`config.mk`:
```
export PLATFORM = sky130hd
export DESIGN_NAME = conv3x3_unit
export DESIGN_NICKNAME = d
export VERILOG_FILES = /design/src/rtl/conv3x3_unit.sv
export SDC_FILE = /design/constraint.sdc
export NUM_CORES = 2
export LEC_CHECK = 0
export CAP_MARGIN = 20
export CORE_ASPECT_RATIO = 0.75
export CORE_UTILIZATION = 45
export DETAILED_ROUTE_END_ITERATION = 6
export HOLD_SLACK_MARGIN = 0.15
export PLACE_DENSITY = 0.6
export SKIP_CTS_REPAIR_TIMING = 1
export SLEW_MARGIN = 20
export SYNTH_ARGS = -nofsm -noshare
export SYNTH_HDL_FRONTEND = slang
export SYNTH_SLANG_ARGS = --single-unit
export TNS_END_PERCENT = 5
```
`constraint.sdc`:
```
create_clock -name CLK100MHZ -period 18.5 [get_ports CLK100MHZ]
set_input_delay 3.7 -clock CLK100MHZ [delete_from_list [all_inputs] [get_ports CLK100MHZ]]
set_output_delay 3.7 -clock CLK100MHZ [all_outputs]
set_load 0.005 [all_outputs]
```
`src/rtl/conv3x3_unit.sv`:
```
// rtl/conv3x3_unit.sv - 3x3 sliding-window convolution lane with saturated registered output
// Kernel and window are column shift registers; column 2 is the newest column.
module conv3x3_unit #(
    parameter int BIT_LEN   = 8,
    parameter int M_LEN     = 3,
    parameter int CONV_LEN  = 20,
    parameter int CONV_LPOS = 13
) (
    input  logic                 CLK100MHZ,
    input  logic                 rst,
    input  logic [BIT_LEN-1:0]   i_dato0,
    input  logic [BIT_LEN-1:0]   i_dato1,
    input  logic [BIT_LEN-1:0]   i_dato2,
    input  logic                 i_selecK_I,
    input  logic                 i_valid,
    output logic [CONV_LPOS-1:0] o_data
);

    localparam int PROD_LEN = 2 * BIT_LEN + 1;
    localparam logic signed [CONV_LEN-1:0] SAT_MAX = CONV_LEN'((1 << (CONV_LPOS - 1)) - 1);
    localparam logic signed [CONV_LEN-1:0] SAT_MIN = -CONV_LEN'(1 << (CONV_LPOS - 1));

    logic signed [BIT_LEN-1:0]  kern [M_LEN][M_LEN];
    logic        [BIT_LEN-1:0]  win  [M_LEN][M_LEN];
    logic        [BIT_LEN-1:0]  new_col [M_LEN];
    logic signed [PROD_LEN-1:0] prod [M_LEN][M_LEN];
    logic signed [CONV_LEN-1:0] sum;
    logic        [CONV_LPOS-1:0] sat_val;

    assign new_col[0] = i_dato0;
    assign new_col[1] = i_dato1;
    assign new_col[2] = i_dato2;

    always_ff @(posedge CLK100MHZ) begin
        if (rst) begin
            for (int c = 0; c < M_LEN; c++) begin
                for (int r = 0; r < M_LEN; r++) begin
                    kern[c][r] <= '0;
                    win[c][r]  <= '0;
                end
            end
        end else if (i_valid) begin
            for (int r = 0; r < M_LEN; r++) begin
                if (i_selecK_I) begin
                    for (int c = 0; c < M_LEN - 1; c++) kern[c][r] <= kern[c+1][r];
                    kern[M_LEN-1][r] <= new_col[r];
                end else begin
                    for (int c = 0; c < M_LEN - 1; c++) win[c][r] <= win[c+1][r];
                    win[M_LEN-1][r] <= new_col[r];
                end
            end
        end
    end

    // Pixels are unsigned, so a zero MSB is prepended before the signed multiply.
    always_comb begin
        sum = '0;
        for (int c = 0; c < M_LEN; c++) begin
            for (int r = 0; r < M_LEN; r++) begin
                prod[c][r] = $signed({1'b0, win[c][r]}) * kern[c][r];
                sum = sum + {{(CONV_LEN - PROD_LEN){prod[c][r][PROD_LEN-1]}}, prod[c][r]};
            end
        end
    end

    always_comb begin
        sat_val = sum[CONV_LPOS-1:0];
        if (sum > SAT_MAX)
            sat_val = SAT_MAX[CONV_LPOS-1:0];
        else if (sum < SAT_MIN)
            sat_val = SAT_MIN[CONV_LPOS-1:0];
    end

    always_ff @(posedge CLK100MHZ) begin
        if (rst)
            o_data <= '0;
        else
            o_data <= sat_val;
    end

endmodule

```
== Yosys cells after proc, flatten, opt, wreduce, memory -nomap -nowiden ==
Memory sizes are Yosys's and may differ from the RTL's.
Index checks and enable logic that the tools add are counted.
Cells by class
  reductions and logical operators: 1
  bitwise operators: 18
  $add $sub $neg: 8
  $mul: 9
  magnitude comparators: 2
  multiplexer cells: 30
Operators by type and width (number)
  $mul 9x8->17: 9
  $mux 8: 18
  $add 20x20->20: 5
  $add 19x17->20: 1
  $gt 20x13->1 const B: 1
  $lt 20x13->1 const B: 1
  $add 18x17->19: 1
  $add 17x17->18: 1
  $or 1x1->1: 18
  $mux 13: 1
  $mux 12: 1
  $mux 1: 10
  $reduce_or 2->1: 1
Word-level totals
  bits in writable memories: 144
  memories: 2
  output and inout bits: 13
  flip-flop bits (word level): 13
Memories
  kern: words 3, width 24, rd ports 3, clocked after memory_dff 0, wr ports 3, RTL line 23  | logic signed [BIT_LEN-1:0] kern [M_LEN][M_LEN];
  win: words 3, width 24, rd ports 3, clocked after memory_dff 0, wr ports 3, RTL line 24  | logic [BIT_LEN-1:0] win [M_LEN][M_LEN];

== Logic depth before layout (Yosys ltp) ==
An unclocked memory read counts as a cell.
  depth after elaboration: 13
  mapped depth: 44
  gate-level depth less buffers: 43

== Worst setup path before layout ==
OpenSTA, ideal clock, no wires.
  path kind: register -> register
  start point: memory kern[0][64] (netlist name)
  end point: register o_data[0]
  cell stages (with the launch flop): 38
  slack: 8771 ps
  arrival time: 9634 ps
  required time: 18405 ps
  path buffers: 1
  setup time: 95 ps
  path through: edfxtp_1 > and2_1 > ha_1 > fa_1 > inv_1 > fa_1 > fa_1 > inv_1 > ha_1 > nor2b_1 > o21ai_0 > nand2b_1 > a21o_1 > a31o_2 > a21oi_1 > xnor2_1 > fa_1 > ha_1 > [... 2 more ...] > inv_1 > fa_1 > fa_1 > inv_1 > fa_1 > inv_1 > fa_1 > inv_1 > ha_1 > nand3_1 > nor4_2 > o41ai_2 > a211o_1 > nand4_1 > nor4b_2 > a311o_2 > buf_6 > o311ai_1
RTL lines
  start: declaration: RTL line 23
  end signal: assignment: RTL line 78  | o_data <= sat_val;
  end: declaration: RTL line 16  | output logic [CONV_LPOS-1:0] o_data

==> flow_summary.html <==
<table>
<tr><th>Metric</th><th>Value</th></tr>
<tr><th colspan="2">Setup path</th></tr>
<tr><td>Slack of the worst reg-to-reg path</td><td>7.50 ns</td></tr>
<tr><td>Slowest cell on the critical path</td><td>fa_1</td></tr>
<tr><td>Critical path peak fanout</td><td>14</td></tr>
<tr><td>Startpoint of the most critical register-to-register path</td><td>win[0][27]</td></tr>
<tr><td>Crit Reg-Reg Endpoint</td><td>o_data[3]</td></tr>
<tr><td>Dominant delay contributor by cell family on the critical path</td><td>adder cells</td></tr>
<tr><td>Worst Setup End Kind</td><td>register</td></tr>
<tr><td>Worst Setup Path Type</td><td>register to register</td></tr>
<tr><td>Worst setup path end</td><td>o_data[3]</td></tr>
<tr><td>Maximum single-stage delay on the critical path</td><td>roughly 0.62 ns</td></tr>
<tr><td>Element type at the critical path start</td><td>register</td></tr>
<tr><td>Arrival time of data at the critical path endpoint</td><td>11.32 ns</td></tr>
<tr><td>Cell with the most instances on the worst path</td><td>fa_1</td></tr>
<tr><td>Bufs and invs on worst path</td><td>9</td></tr>
<tr><td>Origin of the worst setup path</td><td>win[0][27]</td></tr>
<tr><td>Worst reg-to-reg path cell count</td><td>38</td></tr>
<tr><td>Logic depth of the worst setup path including buffers</td><td>38</td></tr>
<tr><td>Critical Path RT</td><td>18.82 ns</td></tr>
<tr><th colspan="2">Cells and area</th></tr>
<tr><td>Layout-stage area growth over the synthesis result</td><td>6.88%</td></tr>
<tr><td>Post-layout utilization of the core</td><td>49.2%</td></tr>
<tr><td>Highest-count cells in the layout ignoring fill and taps</td><td>inv_1 (684), fa_1 (501), and2_1 (463)</td></tr>
<tr><td>Fin cells</td><td>around 3,800</td></tr>
<tr><td>Number of filler instances in the final layout</td><td>5,924</td></tr>
<tr><td>Most frequent standard cell in the layout excluding fill and tap cells</td><td>inv_1</td></tr>
<tr><td>Number of nets in the finished design</td><td>3,840</td></tr>
<tr><td>Fraction of layout instances using a drive strength above 1</td><td>1.81%</td></tr>
<tr><th colspan="2">Clock tree</th></tr>
<tr><td>CTS tree</td><td>built</td></tr>
<tr><td>Clock insertion delay at the later pin of the skew report</td><td>0.48 ns</td></tr>
<tr><td>Maximum buffer depth of the clock tree</td><td>2</td></tr>
<tr><td>Max H-tree Level</td><td>4</td></tr>
<tr><td>Clock tree root driver cell</td><td>clkbuf_16</td></tr>
<tr><td>Sinks on Clock Net</td><td>157</td></tr>
<tr><td>Clk slew on worst S/H paths</td><td>approximately 0.080 ns</td></tr>
<tr><td>CTS Buf Count</td><td>17</td></tr>
<tr><th colspan="2">Drt</th></tr>
<tr><td>Count of nets left with antenna violations after detail routing</td><td>0</td></tr>
<tr><td>Pre-Repair DR Iteration Count</td><td>5</td></tr>
<tr><td>Detailed router's first-iteration violation count</td><td>1,420</td></tr>
<tr><td>DRC violation count after routing</td><td>0</td></tr>
<tr><td>Total via count after detailed routing</td><td>19,273</td></tr>
<tr><td>Via/cell ratio</td><td>5.10</td></tr>
<tr><td>Final wirelength</td><td>73,600 µm</td></tr>
<tr><td>Detail-routed net length per standard cell</td><td>19.5 µm</td></tr>
<tr><th colspan="2">STA</th></tr>
<tr><td>Final number of hold-violating endpoints</td><td>0</td></tr>
<tr><td>Period utilization</td><td>approximately three fifths</td></tr>
<tr><td>Post-layout minimum cycle time</td><td>roughly 11 ns</td></tr>
<tr><td>Hold_ws</td><td>between 0.7 and 0.8 ns</td></tr>
<tr><td>Final slew viol count</td><td>0</td></tr>
<tr><td>Summed negative setup slack over all endpoints</td><td>0 ns</td></tr>
<tr><td>Layout Skew</td><td>0.0117 ns</td></tr>
<tr><td>Setup repair after global routing missed its margin</td><td>false</td></tr>
<tr><td>Final setup vio count</td><td>0</td></tr>
<tr><td>F_max</td><td>90.9 MHz</td></tr>
<tr><td>Transition time at the pin with the least slew margin</td><td>0.995 ns</td></tr>
<tr><td>Max transition margin</td><td>approximately a third</td></tr>
<tr><th colspan="2">Worst hold path</th></tr>
<tr><td>Hold crit path type</td><td>register to register</td></tr>
<tr><th colspan="2">Global routing</th></tr>
<tr><td>Global-route wire length before repair</td><td>117,000 µm</td></tr>
<tr><td>Largest net degree at the start of global routing</td><td>73</td></tr>
<tr><td>Antenna violations before repair</td><td>0</td></tr>
<tr><td>Global routing usage summed across all routing layers</td><td>23.8%</td></tr>
<tr><td>Grt ovf</td><td>0</td></tr>
<tr><td>Via count of the first global-routing pass</td><td>20,222</td></tr>
<tr><th colspan="2">Floorplan</th></tr>
<tr><td>Number of placement rows</td><td>slightly below 80</td></tr>
<tr><td>Die W</td><td>294 µm</td></tr>
<tr><td>Die Ht</td><td>221 µm</td></tr>
<tr><td>DIE AREA</td><td>65,100 µm²</td></tr>
<tr><td>Area of the core</td><td>62,700 µm²</td></tr>
<tr><td>Initial Util</td><td>46.0%</td></tr>
<tr><td>Top-level port count</td><td>41</td></tr>
<tr><th colspan="2">Yosys</th></tr>
<tr><td>Syn nets</td><td>between 3,000 and 4,000</td></tr>
<tr><td>Number of different library cells in the post-synthesis netlist</td><td>59</td></tr>
<tr><td>Cell area after synthesis</td><td>28,800 µm²</td></tr>
<tr><td>Post-synthesis register bit count</td><td>157</td></tr>
<tr><td>Number of instances in the synthesized netlist</td><td>around 2,900</td></tr>
<tr><td>Sequential cell area fraction in the yosys report</td><td>15.9%</td></tr>
<tr><td>Fraction of registers with async set or reset after synthesis</td><td>0%</td></tr>
<tr><td>Post-synth EDFFs</td><td>144</td></tr>
<tr><td>Most used DFF post-synth</td><td>edfxtp_1</td></tr>
<tr><td>Syn. warnings</td><td>0</td></tr>
<tr><td>Syn_area_per_cell</td><td>9.97 µm²</td></tr>
<tr><th colspan="2">Flow run</th></tr>
<tr><td>Max-Cap Viols</td><td>0</td></tr>
<tr><th colspan="2">Placed design</th></tr>
<tr><td>Number of buffers inserted by port buffering</td><td>40</td></tr>
<tr><td>Final RePlAce weighted congestion</td><td>0.880</td></tr>
<tr><td>Detailed-placement wirelength estimate</td><td>62,400 µm</td></tr>
<tr><td>Number of cells after detailed placement</td><td>roughly 3,700</td></tr>
<tr><th colspan="2">Outcome</th></tr>
<tr><td>Outcome</td><td>finished, final reports clean</td></tr>
</table>
==> final cells by class <==
| type | count | area (µm²) | area share (%) |
|---|---|---|---|
| Antenna cell | 3 | 7.51 | 0.0244 |
| Clock buffer | 17 | 425 | 1.38 |
| Clock inverter | 15 | 194 | 0.629 |
| Inverter | 684 | 2570 | 8.33 |
| Multi-Input combinational cell | 2013 | 21600 | 69.9 |
| Sequential cell | 157 | 4580 | 14.9 |
| Tap cell | 850 | 1060 | 3.45 |
| Timing Repair Buffer | 43 | 423 | 1.37 |
==> logic make-up (layout without fill, tap and decap cells) <==
group | after synthesis | count (layout) | share of synthesized area, %
other | 0 | 3 | 0
buffers and inverters | 722 | 759 | 9.45
and+or+nand+nor | 879 | 879 | 16.5
xor gates and xnor gates | 81 | 81 | 2.46
adders and majority gates | 896 | 896 | 51.9
AOI/OAI and AO/OA | 157 | 157 | 3.75
DFF | 157 | 157 | 15.9
==> worst min path at each step <==
stage                            from           to  slack [ns]  depth (start not counted)
after floorplan           kern[0][63]  kern[0][39]        0.60                          1
after global placement    kern[0][25]   kern[0][1]        0.73                          1
after detailed placement  kern[0][25]   kern[0][1]        0.74                          1
after CTS                 kern[0][25]   kern[0][1]        0.76                          1
after global routing      kern[0][31]   kern[0][7]        0.78                          1
final                      win[0][61]   win[0][37]        0.75                          1
==> registers in the layout (all words and copies together), names as in the netlist <==
| signal | flops |
|---|---|
| kern | 72 |
| win | 72 |
| o_data | 13 |
==> routing by layer <==
layer / vias up / global-route usage (%) / wire [µm]
met5: - / 0 / 0
met3: 66 / 4.93 / 4750
met2: 501 / 34.8 / 31800
li1: 8907 / - / -
met4: 0 / 6.59 / 1780
met1: 9799 / 35.5 / 35300
==> metrics by stage <==
step | area (µm²) | worst slack [ns]
global route | 30800 | 6.90
floorplan | 28800 | 8.77
CTS | 30800 | 7.20
detailed placement | 30200 | 7.22
global placement | 30200 | 7.49
finish | 30800 | 7.50
==> synth_stat cells (6+ instances only) <==
library cell / number / area [µm²]
a21o_1: 18 / 135
xnor2_1: 54 / 473
or3_1: 6 / 37.5
o211ai_1: 6 / 45.0
and2_1: 463 / 2900
nor2b_1: 22 / 138
dfxtp_1: 13 / 260
a41oi_1: 6 / 52.6
nand2_1: 216 / 811
nand2b_1: 41 / 257
edfxtp_1: 144 / 4320
a21oi_1: 45 / 225
nand3_1: 14 / 70.1
clkbuf_1: 31 / 116
xor2_1: 27 / 236
ha_1: 395 / 4940
nand4_1: 15 / 93.8
nor2_1: 73 / 274
fa_1: 501 / 10000
inv_1: 684 / 2570
o21ai_0: 23 / 115
o311ai_1: 10 / 87.6
nor3_1: 16 / 80.1
Power is not shown: default switching activity piles up to over one toggle a cycle in this logic, so the estimate is an artifact.
